### config.mk
export PLATFORM = sky130hd
export DESIGN_NAME = control_sequencer
export DESIGN_NICKNAME = d
export VERILOG_FILES = /design/src/rtl/control_pkg.sv /design/src/rtl/opcode_decoder.sv /design/src/rtl/control_sequencer.sv
export SDC_FILE = /design/constraint.sdc
export NUM_CORES = 1
export LEC_CHECK = 0
export CAP_MARGIN = 0
export CORE_UTILIZATION = 38
export DETAILED_ROUTE_END_ITERATION = 6
export GPL_TIMING_DRIVEN = 0
export PLACE_DENSITY_LB_ADDON = 0.15
export SYNTH_ARGS = -nofsm -noshare
export SYNTH_HDL_FRONTEND = slang
export SYNTH_SLANG_ARGS = --single-unit
### constraint.sdc
create_clock -name Clock -period 1.9 [get_ports Clock]
set_clock_uncertainty 0.2 [all_clocks]
set_input_delay 0.38 -clock Clock [delete_from_list [all_inputs] [get_ports Clock]]
set_output_delay 0.38 -clock Clock [all_outputs]
set_load 0.01 [all_outputs]
### src/rtl/control_pkg.sv
// Shared constants, state/class types and opcode classification for control_sequencer.
package control_pkg;

    localparam int CODE_W = 5;

    localparam logic [CODE_W-1:0] OP_ADD  = 5'b00011;
    localparam logic [CODE_W-1:0] OP_SUB  = 5'b00100;
    localparam logic [CODE_W-1:0] OP_AND  = 5'b00101;
    localparam logic [CODE_W-1:0] OP_OR   = 5'b00110;
    localparam logic [CODE_W-1:0] OP_ADDI = 5'b01100;
    localparam logic [CODE_W-1:0] OP_ANDI = 5'b01101;
    localparam logic [CODE_W-1:0] OP_ORI  = 5'b01110;
    localparam logic [CODE_W-1:0] OP_NOP  = 5'b11010;
    localparam logic [CODE_W-1:0] OP_HALT = 5'b11011;

    localparam logic [CODE_W-1:0] ALU_NONE = 5'b00000;
    localparam logic [CODE_W-1:0] ALU_ADD  = 5'b00011;
    localparam logic [CODE_W-1:0] ALU_SUB  = 5'b00100;
    localparam logic [CODE_W-1:0] ALU_AND  = 5'b00101;
    localparam logic [CODE_W-1:0] ALU_OR   = 5'b00110;

    // T0-T2 fetch, T1W memory wait, T3-T5 execute, WAIT_STEP single-step hold
    typedef enum logic [3:0] {
        IDLE, T0, T1, T1W, T2, T3, T4, T5, HALTED, WAIT_STEP
    } state_t;

    typedef enum logic [2:0] {
        CLS_R, CLS_I, CLS_NOP, CLS_HALT, CLS_ILLEGAL
    } op_class_t;

    typedef struct packed {
        logic pc_out;
        logic zlo_out;
        logic mdr_out;
        logic c_out;
        logic r_out;
        logic mar_in;
        logic pc_in;
        logic mdr_in;
        logic ir_in;
        logic y_in;
        logic z_in;
        logic r_in;
        logic gra;
        logic grb;
        logic grc;
        logic inc_pc;
        logic read;
        logic run;
    } strobes_t;

    function automatic op_class_t decode_class(input logic [CODE_W-1:0] op);
        op_class_t cls;
        case (op)
            OP_ADD, OP_SUB, OP_AND, OP_OR: cls = CLS_R;
            OP_ADDI, OP_ANDI, OP_ORI:      cls = CLS_I;
            OP_NOP:                        cls = CLS_NOP;
            OP_HALT:                       cls = CLS_HALT;
            default:                       cls = CLS_ILLEGAL;
        endcase
        return cls;
    endfunction

    function automatic logic [CODE_W-1:0] alu_code(input logic [CODE_W-1:0] op);
        logic [CODE_W-1:0] code;
        case (op)
            OP_ADD, OP_ADDI: code = ALU_ADD;
            OP_SUB:          code = ALU_SUB;
            OP_AND, OP_ANDI: code = ALU_AND;
            OP_OR, OP_ORI:   code = ALU_OR;
            default:         code = ALU_NONE;
        endcase
        return code;
    endfunction

endpackage

### src/rtl/opcode_decoder.sv
// Combinational opcode classifier: IR opcode field -> instruction class and ALU operation.
module opcode_decoder
    import control_pkg::*;
#(
    parameter int OP_W = 5
) (
    input  logic [OP_W-1:0]   opcode,
    output op_class_t         op_class,
    output logic [CODE_W-1:0] alu_op
);

    always_comb begin
        op_class = decode_class(CODE_W'(opcode));
        alu_op   = alu_code(CODE_W'(opcode));
    end

endmodule

### src/rtl/control_sequencer.sv
// Fetch/execute strobe sequencer for the datapath; all outputs are registered Moore outputs.
// Optional CONTROL_SEQUENCER_STEP_EN adds a Step input and a WAIT_STEP hold between instructions.
module control_sequencer
    import control_pkg::*;
#(
    parameter int ALU_W = 5,
    parameter int OP_W  = 5
) (
    input  logic             Clock,
    input  logic             Reset_n,
    input  logic             Start,
    input  logic             Mem_Ready,
`ifdef CONTROL_SEQUENCER_STEP_EN
    input  logic             Step,
`endif
    input  logic [31:0]      IR,
    output logic             PC_Out,
    output logic             ZLO_Out,
    output logic             MDR_Out,
    output logic             C_Out,
    output logic             R_Out,
    output logic             MAR_In,
    output logic             PC_In,
    output logic             MDR_In,
    output logic             IR_In,
    output logic             Y_In,
    output logic             Z_In,
    output logic             R_In,
    output logic             Gra,
    output logic             Grb,
    output logic             Grc,
    output logic             IncPC,
    output logic             Read,
    output logic [ALU_W-1:0] CONTROL,
    output logic             Run,
    output logic             Illegal
);

`ifdef CONTROL_SEQUENCER_STEP_EN
    localparam state_t DONE_STATE = WAIT_STEP;
`else
    localparam state_t DONE_STATE = T0;
`endif

    state_t            state;
    state_t            next_state;
    op_class_t         dec_cls;
    op_class_t         cls_q;
    logic [CODE_W-1:0] dec_alu;
    logic [CODE_W-1:0] alu_q;
    strobes_t          strb_q;
    strobes_t          nxt_strb;
    logic [ALU_W-1:0]  ctrl_q;
    logic [ALU_W-1:0]  nxt_ctrl;
    logic              illegal_q;
    logic              nxt_illegal;
    logic              unused_ir;

    assign unused_ir = ^IR[31-OP_W:0];

    opcode_decoder #(.OP_W(OP_W)) u_dec (
        .opcode   (IR[31 -: OP_W]),
        .op_class (dec_cls),
        .alu_op   (dec_alu)
    );

    // The opcode class is captured on the edge into T3 so T3's exit and T4 ignore later IR changes.
    always_ff @(posedge Clock) begin
        if (!Reset_n) begin
            state     <= IDLE;
            strb_q    <= '0;
            ctrl_q    <= '0;
            illegal_q <= 1'b0;
            cls_q     <= CLS_NOP;
            alu_q     <= ALU_NONE;
        end else begin
            state     <= next_state;
            strb_q    <= nxt_strb;
            ctrl_q    <= nxt_ctrl;
            illegal_q <= nxt_illegal;
            if (state == T2) begin
                cls_q <= dec_cls;
                alu_q <= dec_alu;
            end
        end
    end

    always_comb begin
        next_state = state;
        case (state)
            IDLE:   if (Start) next_state = T0;
            T0:     next_state = T1;
            T1:     next_state = Mem_Ready ? T2 : T1W;
            T1W:    if (Mem_Ready) next_state = T2;
            T2:     next_state = T3;
            T3: begin
                case (cls_q)
                    CLS_R, CLS_I: next_state = T4;
                    CLS_HALT:     next_state = HALTED;
                    default:      next_state = DONE_STATE;
                endcase
            end
            T4:     next_state = T5;
            T5:     next_state = DONE_STATE;
            HALTED: next_state = HALTED;
            WAIT_STEP: begin
`ifdef CONTROL_SEQUENCER_STEP_EN
                if (Step) next_state = T0;
`else
                next_state = T0;
`endif
            end
            default: next_state = IDLE;
        endcase
    end

    // Outputs are decoded from the state being entered, so they line up with the registered state.
    always_comb begin
        nxt_strb = '0;
        nxt_ctrl = '0;
        case (next_state)
            T0: begin
                nxt_strb.pc_out = 1'b1;
                nxt_strb.mar_in = 1'b1;
                nxt_strb.inc_pc = 1'b1;
                nxt_strb.z_in   = 1'b1;
            end
            T1: begin
                nxt_strb.zlo_out = 1'b1;
                nxt_strb.pc_in   = 1'b1;
                nxt_strb.read    = 1'b1;
                nxt_strb.mdr_in  = 1'b1;
            end
            T1W: begin
                nxt_strb.read   = 1'b1;
                nxt_strb.mdr_in = 1'b1;
            end
            T2: begin
                nxt_strb.mdr_out = 1'b1;
                nxt_strb.ir_in   = 1'b1;
            end
            T3: begin
                if (dec_cls == CLS_R || dec_cls == CLS_I) begin
                    nxt_strb.grb   = 1'b1;
                    nxt_strb.r_out = 1'b1;
                    nxt_strb.y_in  = 1'b1;
                end
            end
            T4: begin
                nxt_strb.z_in = 1'b1;
                if (cls_q == CLS_R) begin
                    nxt_strb.grc   = 1'b1;
                    nxt_strb.r_out = 1'b1;
                end else begin
                    nxt_strb.c_out = 1'b1;
                end
                nxt_ctrl = ALU_W'(alu_q);
            end
            T5: begin
                nxt_strb.zlo_out = 1'b1;
                nxt_strb.gra     = 1'b1;
                nxt_strb.r_in    = 1'b1;
            end
            default: ;
        endcase
        nxt_strb.run = (next_state != IDLE) && (next_state != HALTED);
        nxt_illegal  = illegal_q || (next_state == T3 && dec_cls == CLS_ILLEGAL);
    end

    assign PC_Out  = strb_q.pc_out;
    assign ZLO_Out = strb_q.zlo_out;
    assign MDR_Out = strb_q.mdr_out;
    assign C_Out   = strb_q.c_out;
    assign R_Out   = strb_q.r_out;
    assign MAR_In  = strb_q.mar_in;
    assign PC_In   = strb_q.pc_in;
    assign MDR_In  = strb_q.mdr_in;
    assign IR_In   = strb_q.ir_in;
    assign Y_In    = strb_q.y_in;
    assign Z_In    = strb_q.z_in;
    assign R_In    = strb_q.r_in;
    assign Gra     = strb_q.gra;
    assign Grb     = strb_q.grb;
    assign Grc     = strb_q.grc;
    assign IncPC   = strb_q.inc_pc;
    assign Read    = strb_q.read;
    assign Run     = strb_q.run;
    assign CONTROL = ctrl_q;
    assign Illegal = illegal_q;

endmodule

==> metrics.txt <==
outcome=finished, final reports clean; DR DRC count=0; Final GP Congestion=0.760; grt ovf=0; Crit path arrival time=approximately 1.9 ns; Chip Height=56.6 um; Slew Viols, Final=0; Tot GR Track Use=0.143; largest net degree at the start of global routing=16; CP Class=reg -> reg; Peak Freq=549 MHz; TritonRoute pass-1 iters=4; PwrDens=835 nW/um^2; DIE AREA=3210 sq um; Peak VDD IR=0.000447 V; register area share after synthesis=0.459; Slowest cell on crit path=dfxtp_1; hpwl dp=1700 um; final wirelength=2280 um; Clock Sinks=26; ANT cells=0; layout cells sized above 1=0.205; clock slew at reported path FFs=0.14 ns; Worst EP required=1.94 ns; CTS Buffer Depth=2; CTS tree=done; Post-synth EDFFs=0; initial antenna violation count=0; worst-path cell chain=nor4b_1 > o211a_1 > a31oi_4 > or2_2 > o22ai_1; Post-synth ARST share=0; Worst R2R Path Depth=5; Antenna Nets Post-Route=0; Top Family by Delay on Critical Path=simple AND/OR/NAND/NOR gates; hold depth=2; H-Tree Depth=1; number of max-cap violations=0; Vias per Instance=5.06; Clk Latency, worst-skew pair=0.31 ns; period utilization=0.958; I/O pin total=60; CTS root buffer=clkbuf_4; Worst Setup End Kind=flop; Initial Utilization=0.408; setup violators final=0; Crit path depth=5; Core Rows=19; core box area=2780 sq um; placed cell area=roughly 1500 sq um; final hold viol count=0; first-pass GRT wire length=3740 um; most frequent cells in the layout=clkdlybuf4s50_1, dfxtp_1, nand2_1; Total Nets Final=198; Leak Pwr=0.000718 uW; CP bufs+invs=0; share of the synthesized area in the top cell type=0.459; top post-synthesis cells by area=dfxtp_1, buf_4, nand2_1; design area=1580 sq um; cell count after synthesis=125; number of global-route vias before repair=900; Num CTS Buffers=3; Final TNS setup=0 ns; WL/cell=11.9 um; YS warnings=0; synthesized cell area=1130 sq um; unrepaired setup endpoints after global routing=false; Netlist cell types=just over 40; commonest non-fill, non-tap cell in the layout=clkdlybuf4s50_1; Port Buffers=30; vias post-DR=972; HP Class=reg -> reg; Area growth syn-to-layout=39.5%; die width=around 57 um; CP Launch Type=flop; largest area contributor in the synthesized netlist=dfxtp_1; fin crit period=1.82 ns; hold buffer count at cts=0; Main synth FF type=dfxtp_1; First DRT Iteration DRCs=20; Mean Syn Cell Area=roughly 9 sq um; crit-path max FO=9; Critical Path Max Stage Delay=0.37 ns; Seq cells post-synth=26
==> worst paths after layout <==
check / startpoint / to / slack (ns)
max: cls_q[1] / ZLO_Out / 0.08
min: Illegal / Illegal / 0.26
max reg2reg: cls_q[1] / ZLO_Out / 0.08
min reg2reg: Illegal / Illegal / 0.26
==> cell type report <==
class,count,area (sq um)
clock inverters,1,30.0
clock buffers,3,22.5
well taps,31,38.8
flip-flops and latches,26,529
repair buffers,31,323
fillers,273,1200
plain buffers,10,75.1
multi-input cells,85,544
inverters,5,18.8
==> where the power goes <==
part	switching [uW]	leakage (uW)	internal, uW
logic	152	0.000476	181
clock network	157	0.0000279	213
registers	29.6	0.000214	589
total	338	0.000718	983
==> registers in the layout (all words and copies together) (netlist names), 3 cells and up <==
signal / count
CONTROL: 3
state: 4
cls_q: 3
alu_q: 3
==> synth_stat cells (2+ instances only) <==
cell      instances
a21oi_1           4
a22oi_1           2
and2_1            5
buf_4             8
dfxtp_1          26
inv_1             5
nand2_1          14
nand2b_1          4
nand3_1           4
nor2_1           11
nor2b_1           6
o211ai_1          3
o21ai_1           2
o22ai_1           2
or2_2             3
==> cells by family (layout without fill, tap and decap cells) <==
family,count (synthesis),after routing,synth area share
other,1,2,0.00331
and+or+nand+nor,55,55,0.259
buffers and inverters,15,50,0.0828
AOI/OAI and AO/OA,28,28,0.195
DFF,26,26,0.459
==> worst min-delay path, stage by stage, from the launching register on <==
cell and delay, ns:
dfxtp_1 0.34, nand2_1 0.05, o21ai_1 0.05
==> stage by stage <==
step                      setup WS (ns)   util  power (uW)  hold WS (ns)  std cells
after floorplan                   0.174      -         804         0.230        126
final                            0.0797  0.569        1320         0.260        192
after detailed placement         -0.301  0.531         939         0.246        187
after CTS                        0.0119  0.552        1320         0.265        191
after global routing            0.00770  0.569        1390         0.301        192
after global placement           -0.247  0.531         932         0.244        187
==> repair_timing <==
item                       CTS  global route
resized for setup            2            14
pin swaps                    0             0
setup endpoints to repair    9            17
setup buffers                0             1
==> layer usage <==
metal	GRT usage	routed length, um
met5	0	0
met4	0.0209	16
met3	0.0207	111
met2	0.272	1120
met1	0.170	1030
No activity file was read; power rests on OpenSTA's default activity.
